===== config.mk =====
export PLATFORM = sky130hd
export DESIGN_NAME = seg7_scan_display
export DESIGN_NICKNAME = d
export VERILOG_FILES = /design/src/rtl/seg7_pkg.sv /design/src/rtl/seg7_decode.sv /design/src/rtl/seg7_scan_display.sv
export SDC_FILE = /design/constraint.sdc
export NUM_CORES = 1
export LEC_CHECK = 0
export BUFFER_PORTS_ARGS = -buffer_cell sky130_fd_sc_hd__buf_2
export CAP_MARGIN = 20
export CORE_MARGIN = 3
export CORE_UTILIZATION = 60
export DETAILED_ROUTE_END_ITERATION = 16
export PLACE_DENSITY = 0.79
export SLEW_MARGIN = 20
export SYNTH_ARGS = -nofsm -noshare
export SYNTH_HDL_FRONTEND = slang
export SYNTH_SLANG_ARGS = --single-unit
export TNS_END_PERCENT = 30

===== constraint.sdc =====
create_clock -name clk -period 3.35 [get_ports clk]
set_input_delay 0.335 -clock clk [delete_from_list [all_inputs] [get_ports clk]]
set_output_delay 0.335 -clock clk [all_outputs]
set_load 0.05 [all_outputs]

===== src/rtl/seg7_pkg.sv =====
// ============================================================================
// Module   : seg7_pkg
// Purpose  : Segment patterns and converter state encoding shared by the
//            7-segment scan driver.
// Revision : 1.0  initial release
// ============================================================================
`default_nettype none

package seg7_pkg;

   localparam logic [6:0] SEG_BLANK = 7'b1111111;
   localparam logic [6:0] SEG_DASH  = 7'b1111110;

   // {a,b,c,d,e,f,g}, active-low
   localparam logic [6:0] SEG_DIGIT [10] = '{
      7'b0000001, 7'b1001111, 7'b0010010, 7'b0000110, 7'b1001100,
      7'b0100100, 7'b0100000, 7'b0001111, 7'b0000000, 7'b0000100
   };

   typedef enum logic [1:0] {
      ST_IDLE   = 2'd0,
      ST_SHIFT  = 2'd1,
      ST_COMMIT = 2'd2
   } conv_state_e;

   function automatic logic [63:0] pow10(input int n);
      logic [63:0] p;
      p = 64'd1;
      for (int i = 0; i < n; i++) p = p * 64'd10;
      return p;
   endfunction

endpackage

`default_nettype wire


===== src/rtl/seg7_decode.sv =====
// ============================================================================
// Module   : seg7_decode
// Purpose  : 4-bit BCD to active-low 7-segment pattern; non-decimal codes blank.
// Revision : 1.0  initial release
// ============================================================================
`default_nettype none

module seg7_decode
   import seg7_pkg::*;
(
   input  logic [3:0] bcd_i,
   output logic [6:0] seg_o
);

   always_comb begin
      seg_o = SEG_BLANK;
      if (bcd_i <= 4'd9) seg_o = SEG_DIGIT[bcd_i];
   end

endmodule

`default_nettype wire


===== src/rtl/seg7_scan_display.sv =====
// ============================================================================
// Module   : seg7_scan_display
// Purpose  : N-digit binary-to-decimal converter (sequential double-dabble)
//            driving a time-multiplexed common-anode 7-segment display.
//            Optional leading-zero blanking via macro SEG7_LZ_BLANK_EN.
// Revision : 1.0  initial release
// ============================================================================
`default_nettype none

module seg7_scan_display
   import seg7_pkg::*;
#(
   parameter int BIN_W       = 14,
   parameter int DIGITS      = 4,
   parameter int REFRESH_DIV = 65536
) (
   input  logic              clk,
   input  logic              rst_n,
   input  logic [BIN_W-1:0]  num,
   input  logic              hold,
   output logic [6:0]        led,
   output logic [DIGITS-1:0] a,
   output logic              ovf,
   output logic              done
);

   localparam int BCD_W = 4 * DIGITS;
   localparam int SR_W  = BCD_W + BIN_W;
   localparam int CNT_W = (REFRESH_DIV > 1) ? $clog2(REFRESH_DIV) : 1;
   localparam int IDX_W = (DIGITS > 1) ? $clog2(DIGITS) : 1;
   localparam int SH_W  = $clog2(BIN_W + 1);
   localparam logic [63:0] MAX_VAL = pow10(DIGITS) - 64'd1;

   conv_state_e       state_q, state_d;
   logic [SR_W-1:0]   sr_q, sr_d, sr_adj;
   logic [SH_W-1:0]   shcnt_q, shcnt_d;
   logic              ovfn_q, ovfn_d;
   logic [BCD_W-1:0]  disp_q, disp_d;
   logic              ovf_q, ovf_d;
   logic              done_q, done_d;
   logic [CNT_W-1:0]  pres_q, pres_d;
   logic [IDX_W-1:0]  idx_q, idx_d, idx_nxt;
   logic [6:0]        led_q, led_d;
   logic [DIGITS-1:0] a_q, a_d, a_nxt;
   logic              tick;
   logic [3:0]        sel_nib;
   logic [6:0]        dec_seg;
   logic              lz_blank;

   // ---------------------------------------------------------------- converter
   always_comb begin
      state_d = state_q;
      sr_d    = sr_q;
      shcnt_d = shcnt_q;
      ovfn_d  = ovfn_q;
      disp_d  = disp_q;
      ovf_d   = ovf_q;
      done_d  = 1'b0;

      sr_adj = sr_q;
      for (int i = 0; i < DIGITS; i++) begin
         if (sr_q[BIN_W + 4*i +: 4] >= 4'd5)
            sr_adj[BIN_W + 4*i +: 4] = sr_q[BIN_W + 4*i +: 4] + 4'd3;
      end

      case (state_q)
         ST_IDLE: begin
            sr_d    = {{BCD_W{1'b0}}, num};
            shcnt_d = '0;
            ovfn_d  = (64'(num) > MAX_VAL);
            state_d = ST_SHIFT;
         end
         ST_SHIFT: begin
            sr_d    = {sr_adj[SR_W-2:0], 1'b0};
            shcnt_d = shcnt_q + 1'b1;
            if (shcnt_q == SH_W'(BIN_W - 1)) state_d = ST_COMMIT;
         end
         ST_COMMIT: begin
            // A held commit drops this result; the next conversion retries.
            if (!hold) begin
               disp_d = sr_q[SR_W-1 -: BCD_W];
               ovf_d  = ovfn_q;
               done_d = 1'b1;
            end
            state_d = ST_IDLE;
         end
         default: state_d = ST_IDLE;
      endcase
   end

   // ---------------------------------------------------------------- scanning
   always_comb begin
      tick    = (pres_q == CNT_W'(REFRESH_DIV - 1));
      pres_d  = tick ? '0 : pres_q + 1'b1;
      idx_nxt = (idx_q == IDX_W'(DIGITS - 1)) ? '0 : idx_q + 1'b1;
      idx_d   = tick ? idx_nxt : idx_q;
      sel_nib = 4'd0;
      a_nxt   = '1;
      for (int i = 0; i < DIGITS; i++) begin
         if (idx_nxt == IDX_W'(i)) begin
            sel_nib  = disp_q[4*i +: 4];
            a_nxt[i] = 1'b0;
         end
      end
   end

   seg7_decode u_decode (
      .bcd_i (sel_nib),
      .seg_o (dec_seg)
   );

`ifdef SEG7_LZ_BLANK_EN
   logic upper_zero;

   // A digit is blank when it and every digit above it are zero; digit 0 never.
   always_comb begin
      upper_zero = 1'b1;
      lz_blank   = 1'b0;
      for (int i = DIGITS - 1; i >= 1; i--) begin
         if (disp_q[4*i +: 4] != 4'd0) upper_zero = 1'b0;
         if (idx_nxt == IDX_W'(i)) lz_blank = upper_zero;
      end
   end
`else
   assign lz_blank = 1'b0;
`endif

   // disp_q/ovf_q are read before any same-edge commit lands.
   always_comb begin
      led_d = led_q;
      a_d   = a_q;
      if (tick) begin
         led_d = ovf_q ? SEG_DASH : (lz_blank ? SEG_BLANK : dec_seg);
         a_d   = a_nxt;
      end
   end

   // ---------------------------------------------------------------- registers
   always_ff @(posedge clk or negedge rst_n) begin
      if (!rst_n) begin
         state_q <= ST_IDLE;
         sr_q    <= '0;
         shcnt_q <= '0;
         ovfn_q  <= 1'b0;
         disp_q  <= '0;
         ovf_q   <= 1'b0;
         done_q  <= 1'b0;
         pres_q  <= '0;
         idx_q   <= '0;
         led_q   <= SEG_BLANK;
         a_q     <= '1;
      end else begin
         state_q <= state_d;
         sr_q    <= sr_d;
         shcnt_q <= shcnt_d;
         ovfn_q  <= ovfn_d;
         disp_q  <= disp_d;
         ovf_q   <= ovf_d;
         done_q  <= done_d;
         pres_q  <= pres_d;
         idx_q   <= idx_d;
         led_q   <= led_d;
         a_q     <= a_d;
      end
   end

   assign led  = led_q;
   assign a    = a_q;
   assign ovf  = ovf_q;
   assign done = done_q;

endmodule

`default_nettype wire


==> results of run 1 <==
[layer usage]
metal  vias up  wire length, um  track usage (%)
met2        58             3838            35.03
met4         0              182            11.64
met3        17              212            3.502
met1      1412             3687            29.93
li1       1435                -                -
met5         -                0                0
[report_power, final]
group          switching, mW  internal [mW]  total [mW]
Combinational          0.162          0.147       0.309
Clock                  0.353          0.368       0.720
Sequential            0.0444           1.08        1.13
Total                  0.559           1.60        2.16
[cell families (layout without fill, tap and decap cells)]
logic type / after synthesis / in the layout / share of synthesized area, %
and+or+nand+nor: 124 / 124 / 14.15
AOI/OAI and AO/OA: 86 / 86 / 12.43
DFF: 84 / 84 / 51.03
buffers and inverters: 35 / 66 / 3.319
muxes: 33 / 33 / 8.509
adders and majority gates: 21 / 21 / 6.337
xor gates and xnor gates: 20 / 20 / 4.225
[flip-flops by register name, summed over array words and instances, names as in the netlist]
signal,flops
led,7
state_q,2
shcnt_q,4
sr_q,30
ovf,1
disp_q,16
ovfn_q,1
done,1
idx_q,2
a,4
pres_q,16
[critical path, cell delays in order (launching register included)]
cell and delay [ns]:
sky130_fd_sc_hd__dfrtp_1 0.39, sky130_fd_sc_hd__inv_1 0.09, sky130_fd_sc_hd__ha_1 0.29, sky130_fd_sc_hd__a21oi_1 0.14
sky130_fd_sc_hd__o21ai_0 0.09, sky130_fd_sc_hd__a22oi_1 0.43, sky130_fd_sc_hd__inv_1 0.15, sky130_fd_sc_hd__ha_1 0.26
sky130_fd_sc_hd__or2_2 0.31, sky130_fd_sc_hd__a211oi_2 0.27, sky130_fd_sc_hd__nor2_1 0.14, sky130_fd_sc_hd__a31oi_1 0.20
[synthesized netlist by cell type, types with 3 or more instances]
cell / count
sky130_fd_sc_hd__inv_1: 18
sky130_fd_sc_hd__mux2_2: 17
sky130_fd_sc_hd__clkbuf_1: 12
sky130_fd_sc_hd__nor2_1: 28
sky130_fd_sc_hd__nand2_1: 54
sky130_fd_sc_hd__xnor2_1: 12
sky130_fd_sc_hd__o21ai_0: 32
sky130_fd_sc_hd__a21oi_1: 13
sky130_fd_sc_hd__a31oi_1: 4
sky130_fd_sc_hd__dfrtp_1: 73
sky130_fd_sc_hd__nand2b_1: 7
sky130_fd_sc_hd__a22o_1: 6
sky130_fd_sc_hd__o21ai_1: 13
sky130_fd_sc_hd__ha_1: 21
sky130_fd_sc_hd__and3_1: 3
sky130_fd_sc_hd__mux2i_1: 15
sky130_fd_sc_hd__nor3_1: 3
sky130_fd_sc_hd__o31ai_1: 3
sky130_fd_sc_hd__xor2_1: 8
sky130_fd_sc_hd__nand4_1: 3
sky130_fd_sc_hd__buf_2: 5
sky130_fd_sc_hd__nor3b_1: 3
sky130_fd_sc_hd__nand3_1: 9
sky130_fd_sc_hd__dfstp_2: 11
[area by class of cell]
cell class                      instances  area, um2  share of cell area, %
Sequential cell                        84       2116                  46.53
Tap cell                               77      96.34                  2.119
Clock buffer                           13      148.9                  3.275
Multi-Input combinational cell        284       1898                  41.74
Timing Repair Buffer                   32      173.9                  3.825
Clock inverter                          3      46.29                  1.018
Inverter                               18      67.56                  1.486
[metrics by stage]
stage | area [um2] | total power, mW | instances | setup WS, ns
global route | 4547 | 2.265 | 511 | 0.2858
finish | 4547 | 2.157 | 511 | 0.5275
detailed placement | 4348 | 1.452 | 495 | 0.5678
CTS | 4543 | 2.171 | 511 | 0.5309
global placement | 4348 | 1.438 | 495 | 0.7152
floorplan | 4146 | 1.354 | 403 | 0.8094
[final timing paths]
kind / depth (start not counted) / slack (ns) / end / start
worst max register to register: 11 / 0.53 / led[5] / idx_q[0]
max in group asynchronous: 1 / 2.83 / sr_q[16] / rst_n
worst min-delay path: 1 / 0.03 / pres_q[13] / rst_n
min in group clk: 2 / 0.19 / sr_q[0] / num[0]
worst max-delay path: 11 / 0.53 / led[5] / idx_q[0]
worst min register to register: 1 / 0.48 / pres_q[6] / pres_q[6]
==> impl_summary.log, run 1 <==
INFO  metric crit_path_start_kind = flip-flop
INFO  metric syn2layout_area_growth = 9.656%
INFO  metric chipWidth = 89.13 um
INFO  metric cts_max_path_buffers = 2
INFO  metric yosys_most_used_dff = sky130_fd_sc_hd__dfrtp_1
INFO  metric wl_per_cell = 15.50 um
INFO  metric vias_per_cell = 5.718
INFO  metric power.density_cell_area = 474.4 mW/mm2
INFO  metric postSynthAreaPerCell = 10.29 um2
INFO  metric io_pins = 30
INFO  metric postRouteAntennaNets = 0
INFO  metric h_tree_level_count = 3
INFO  metric track_usage = 22.27%
INFO  metric leading_cell_types_in_the_layout_fill_and_taps_excluded = 73 x sky130_fd_sc_hd__dfrtp_1, 54 x sky130_fd_sc_hd__nand2_1, 32 x sky130_fd_sc_hd__o21ai_0
INFO  metric grt_overflow_total = 0
INFO  metric die_area = 0.007944 mm2
INFO  metric cts.repair_timing.setup_buffer_count = 0
INFO  metric antenna-diode-count = 0
INFO  metric postSynthCellCount = 403
INFO  metric synth-async-reset-ratio = 100.0%
INFO  metric first_global_vias = 2981
INFO  metric finalSetupViolations = 0
INFO  metric status = finished, final reports clean
INFO  metric drt_iter0_drc = 180
INFO  metric dp.final_hpwl = 5386 um
INFO  metric post_route_cells_drive_above_1_share = 18.66%
INFO  metric final_core_util = 69.62%
INFO  metric clock_sinks = 84
INFO  metric starting_density_of_the_core = 63.49%
INFO  metric yosys_top_cell_by_area = sky130_fd_sc_hd__dfrtp_1
INFO  metric synth_area_leaders = sky130_fd_sc_hd__dfrtp_1 44%, sky130_fd_sc_hd__dfstp_2 7.0%, sky130_fd_sc_hd__ha_1 6.3%
INFO  metric synth.yosys.warnings = 0
INFO  metric finalClockSkew = 0.01163 ns
INFO  metric worstPathRequired = 3.62 ns
INFO  metric syn_nets = 441
INFO  metric drt_drc_violations_left = 0
INFO  metric worst_ep_arrival_time = 3.09 ns
INFO  metric clock_latency = 0.35 ns
INFO  metric finalHoldViolations = 0
INFO  metric rsz0062_at_grt = no
INFO  metric cts_repair_resize_count = 0
INFO  metric core_area = 0.006531 mm2
INFO  metric cts-hold-fix-buffers = 0
INFO  metric fp.dieH = 89.13 um
INFO  metric leakage = 2.157 nW
INFO  metric timing.critical_path.fanout_max = 9
INFO  metric wirelength = 7919 um
INFO  metric finalCritPeriodShare = 84.25%
INFO  metric period_needed = 2.822 ns
INFO  metric whs = 0.02692 ns
INFO  metric timing.final.max_slew_violations = 0
INFO  metric worstHoldPathType = primary input to async pin
INFO  metric grt_max_degree = 85
INFO  metric post_synth_num_cell_types = 47
INFO  metric layout.nets = 467
INFO  metric worst_pin_slew = 0.7812 ns
INFO  metric synth.cell_area = 0.004146 mm2
INFO  metric floorplan.rows = 29
INFO  metric io_buffers = 29
INFO  metric antenna_violations_before_repair = 0
INFO  metric ys_ff_latch = 84
INFO  metric post-synth-top-area-fraction = 44.06%
INFO  metric max-slew-margin-rel = 47.92%
INFO  metric max_clock_freq = 0.3543 GHz
INFO  metric ys_seq_area_share = 51.03%
INFO  metric worst_setup_hold_path_clk_slew = 0.08 ns
INFO  metric final.setup.tns = 0 ns
INFO  metric nFillCells = 470
INFO  metric grt_first_pass_wirelength = 13720 um
INFO  metric layout.cells.most_common = sky130_fd_sc_hd__dfrtp_1
INFO  metric dr_total_vias = 2922
INFO  metric detailedRoute.firstPassIterationCount = 5
INFO  metric worstSetupPathType = flip-flop to flip-flop
INFO  metric peakVddDrop = 0.0003320 V
INFO  metric timing.critical_path.to_type = flip-flop
INFO  metric timing.max_cap.violations = 0
INFO  metric numCtsBuffers = 9
INFO  metric gp_congestion = 0.8041
INFO  metric number_of_enable_type_register_cells_in_the_synthesized_netlist = 0
INFO  metric tritoncts_clock_tree = yes
INFO  metric ctsRootBufferMaster = sky130_fd_sc_hd__clkbuf_8
No activity file was read; power rests on OpenSTA's default activity.
==> run 2, diff against run 1 <==
- ABC_AREA: default -> 1
- clock period: 3.35 -> 2.9 ns (I/O delays scaled with it)
==> run 2 against run 1 <==
  * The flow now finishes with violations (hold timing)
  * Highest routed layer unchanged
  * Worst hold slack got worse by 0.055 ns
  * Final cell count up 26%
  * Clock skew is essentially flat
  * Core utilization is 0.49 points lower
  * Maximum frequency rose by 12%
  * Critical path type unchanged
  * Register-to-register slack got worse by 0.15 ns
  * Synthesized cell count rose by 27%
==> impl_summary.log, run 2 <==
INFO  metric status = finished with violations
INFO  metric failed_checks = hold timing
INFO  metric peakVddDrop = 0.0003081 V (-7.2%)
INFO  metric numCtsBuffers = 9 (unchanged)
INFO  metric finalHoldViolations = 22 (+22)
INFO  metric grtUsageMet1 = 27.12% (-2.8 points)
INFO  metric timing.reg2reg.worst_path_depth = 16 (+5)
INFO  metric antenna_violations_before_repair = 0 (unchanged)
INFO  metric ys_seq_area_share = 49.01% (-2.0 points)
INFO  metric cts-hold-fix-buffers = 0 (unchanged)
INFO  metric starting_density_of_the_core = 62.84% (-0.65 points)
INFO  metric wl_per_cell = 13.30 um (-14%)
INFO  metric post-synth-top-area-fraction = 42.32% (-1.7 points)
INFO  metric synth.cell_area = 0.004317 mm2 (+4.1%)
INFO  metric synth-async-reset-ratio = 100.0% (unchanged)
INFO  metric yosys.cell_count.top_type = sky130_fd_sc_hd__nand2_1
INFO  metric period_needed = 2.527 ns (-0.2953 ns)
INFO  metric finalCritPeriodShare = 87.14% (+2.9 points)
INFO  metric largest_registers = sr_q (30), disp_q (16), pres_q (16)
INFO  metric gp_congestion = 0.9029 (+12%)
INFO  metric final_core_util = 69.13% (-0.49 points)
INFO  metric max-slew-margin-rel = 49.98% (+2.1 points)
INFO  metric top_register = sr_q
INFO  metric grt_overflow_total = 0 (unchanged)
INFO  metric worst_ep_arrival_time = 2.83 ns (-0.26 ns)
INFO  metric timing.critical_path.to_type = flip-flop
INFO  metric post_route_cells_drive_above_1_share = 13.84% (-4.8 points)
INFO  metric global_route.peak_usage_layer = met2
INFO  metric crit_path_start_kind = flip-flop
INFO  metric leakage = 2.400 nW (+11%)
INFO  metric leading_cell_types_in_the_layout_fill_and_taps_excluded = 143 x sky130_fd_sc_hd__nand2_1, 73 x sky130_fd_sc_hd__dfrtp_1, 68 x sky130_fd_sc_hd__inv_1
INFO  metric syn_nets = 551 (+25%)
INFO  metric worst_pin_slew = 0.7504 ns (-0.03085 ns)
INFO  metric post_synth_num_cell_types = 39 (-17%)
INFO  metric finalSetupViolations = 0 (unchanged)
INFO  metric antenna-diode-count = 0 (unchanged)
INFO  metric io_buffers = 29 (unchanged)
INFO  metric crit_path_cell_trace = inv_1 -> ha_1 -> inv_1 -> nand2_1 -> nand3_1 -> a21oi_2 -> inv_1 -> ha_1 -> or2_2 -> nand3_1 -> nand2_1 -> nand2_1 -> inv_2 -> nand2_1 -> nand2_1 -> nand2_1
INFO  metric worst_setup_hold_path_clk_slew = 0.08 ns (about the same)
INFO  metric core_area = 0.006869 mm2 (+5.2%)
INFO  metric h_tree_level_count = 3 (unchanged)
INFO  metric wirelength = 8578 um (+8.3%)
INFO  metric floorplan.rows = 30 (+3.4%)
INFO  metric ctsRootBufferMaster = sky130_fd_sc_hd__clkbuf_8
INFO  metric cts_max_path_buffers = 2 (unchanged)
INFO  metric number_of_enable_type_register_cells_in_the_synthesized_netlist = 0 (unchanged)
INFO  metric design_power_total = 2.468 mW (+14%)
INFO  metric clock_sinks = 84 (unchanged)
INFO  metric timing.max_cap.violations = 0 (unchanged)
INFO  metric tritoncts_clock_tree = yes
INFO  metric fp.dieH = 90.82 um (+1.9%)
INFO  metric power.net_switching = 0.6776 mW (+21%)
INFO  metric vias_per_cell = 5.318 (-7.0%)
INFO  metric ys_ff_latch = 84 (unchanged)
INFO  metric drt_iter0_drc = 190 (+5.6%)
INFO  metric layout.nets = 582 (+25%)
INFO  metric yosys_most_used_dff = sky130_fd_sc_hd__dfrtp_1
INFO  metric postSynthCellCount = 513 (+27%)
INFO  metric grt_use_met3 = 4.833% (+1.3 points)
INFO  metric internal_power = 1.790 mW (+12%)
INFO  metric cp_max_stage_delay = 0.42 ns (about the same)
INFO  metric groute.layer.met2.usage = 38.54% (+3.5 points)
INFO  metric synth.yosys.warnings = 0 (unchanged)
INFO  metric pwr-share-clk = 33.8% (+0.4 points)
INFO  metric share_of_total_power_in_combinational_logic = 13.7% (-0.6 points)
INFO  metric first_global_vias = 3358 (+13%)
INFO  metric grt_first_pass_wirelength = 14910 um (+8.6%)
INFO  metric clock_latency = 0.35 ns (about the same)
INFO  metric largest_reg_flops = 30 (unchanged)
INFO  metric track_usage = 22.06% (-0.21 points)
INFO  metric finalClockSkew = 0.01151 ns (-0.0001256 ns)
INFO  metric worst_path_most_repeated_cell = sky130_fd_sc_hd__nand2_1
INFO  metric synth_area_leaders = sky130_fd_sc_hd__dfrtp_1 42%, sky130_fd_sc_hd__nand2_1 12%, sky130_fd_sc_hd__dfstp_2 6.7%
INFO  metric yosys-top-cells-count = 143 x sky130_fd_sc_hd__nand2_1, 73 x sky130_fd_sc_hd__dfrtp_1, 68 x sky130_fd_sc_hd__inv_1, 42 x sky130_fd_sc_hd__o21ai_0, 37 x sky130_fd_sc_hd__nand3_1
INFO  metric chipWidth = 90.82 um (+1.9%)
INFO  metric dp.final_hpwl = 6079 um (+13%)
INFO  metric final.setup.tns = 0 ns (unchanged)
INFO  metric timing.critical_path.fanout_max = 6 (-3)
INFO  metric detailedRoute.firstPassIterationCount = 5 (unchanged)
INFO  metric io_pins = 30 (unchanged)
INFO  metric layout.cells.most_common = sky130_fd_sc_hd__nand2_1
INFO  metric p_sw_share = 27.46% (+1.6 points)
INFO  metric max_clock_freq = 0.3957 GHz (+12%)
INFO  metric power.sequential.fraction = 52.5% (+0.2 points)
INFO  metric power.density_cell_area = 519.7 mW/mm2 (+9.5%)
INFO  metric whs = -0.02836 ns (-0.05528 ns)
INFO  metric worstSetupPathType = flip-flop to flip-flop
INFO  metric rsz0062_at_grt = no
INFO  metric timing.critical_path.slowest_stage_cell = sky130_fd_sc_hd__dfrtp_1
INFO  metric dr_total_vias = 3430 (+17%)
INFO  metric syn2layout_area_growth = 10.00%
INFO  metric grt_max_degree = 85 (unchanged)
INFO  metric die_area = 0.008248 mm2 (+3.8%)
INFO  metric yosys_top_cell_by_area = sky130_fd_sc_hd__dfrtp_1
INFO  metric drt_drc_violations_left = 0 (unchanged)
INFO  metric worstHoldPathType = primary input to async pin
INFO  metric worstPathRequired = 3.20 ns (-0.42 ns)
INFO  metric timing.final.max_slew_violations = 0 (unchanged)
INFO  metric postSynthAreaPerCell = 8.415 um2 (-18%)
INFO  metric postRouteAntennaNets = 0 (unchanged)
run 2: changes by cell type after synthesis, moves of 7 or more:
cell and delta:
sky130_fd_sc_hd__nand2_1 +89, sky130_fd_sc_hd__o21ai_0 +10, sky130_fd_sc_hd__xnor2_1 -9, sky130_fd_sc_hd__o21ai_1 -10, sky130_fd_sc_hd__inv_1 +50, sky130_fd_sc_hd__mux2i_1 -15
sky130_fd_sc_hd__mux2_2 -17, sky130_fd_sc_hd__clkbuf_1 -9, sky130_fd_sc_hd__nand2b_1 -7, sky130_fd_sc_hd__nand3_1 +28
run 2: area by class of cell:
type | instances | area, um2
Clock inverter | 4 | 50.05
Inverter | 71 | 266.5
Fill cell | 556 | 2121
Clock buffer | 12 | 145.1
Timing Repair Buffer | 33 | 181.4
Multi-Input combinational cell | 345 | 1869
Sequential cell | 84 | 2116
Tap cell | 96 | 120.1
run 2: worst paths after layout:
kind	end	from	slack [ns]
setup / recovery	led[4]	idx_q[0]	0.37
min in group clk	sr_q[2]	num[2]	0.16
hold reg to reg	led[1]	led[1]	0.47
max in group asynchronous	disp_q[13]	rst_n	2.41
setup reg to reg	led[4]	idx_q[0]	0.37
hold / removal	pres_q[9]	rst_n	-0.03
run 2: kinds of logic (layout without fill, tap and decap cells):
logic type                 count (synthesis)  count (layout)  synth area share, %
adders and majority gates                 21              21                6.087
AOI/OAI and AO/OA                         72              72                9.275
buffers and inverters                     84             120                7.768
and+or+nand+nor                          237             237                24.81
xor gates and xnor gates                  15              15                3.044
DFF                                       84              84                49.01
run 2: critical path, delay by kind of cell, from the launching register on:
family / cells / cell delay, ns
simple gates: 9 / 0.90
compound gates: 1 / 0.24
flops: 1 / 0.42
buf+inv: 4 / 0.42
fa+ha+maj: 2 / 0.49
run 2: through the flow:
stage | cell area, um2 | std cells | setup WS, ns
floorplan | 4317 | 513 | 0.6434
global placement | 4546 | 629 | 0.4842
detailed placement | 4546 | 629 | 0.3188
CTS | 4741 | 645 | 0.2610
global route | 4748 | 645 | 0.1134
finish | 4748 | 645 | 0.3729
run 2: what timing repair did:
action | 4_1_cts | 5_1_grt
buffers inserted | 0 | 0
gates resized for setup | 0 | 1
endpoints found under the setup margin | 0 | 2
run 2: per-layer routing:
metal	vias up	wire length [um]
li1	1693	-
met1	1646	3779
met2	77	4306
met3	14	351
met4	0	139
met5	-	0
run 2: power by group through the flow:
stage	Clock [mW]	Sequential (mW)	Combinational (mW)
after global routing	0.910	1.30	0.393
after detailed placement	0	1.32	0.330
after CTS	0.850	1.29	0.336
after floorplan	0	1.31	0.230
final	0.834	1.30	0.338
after global placement	0	1.32	0.316
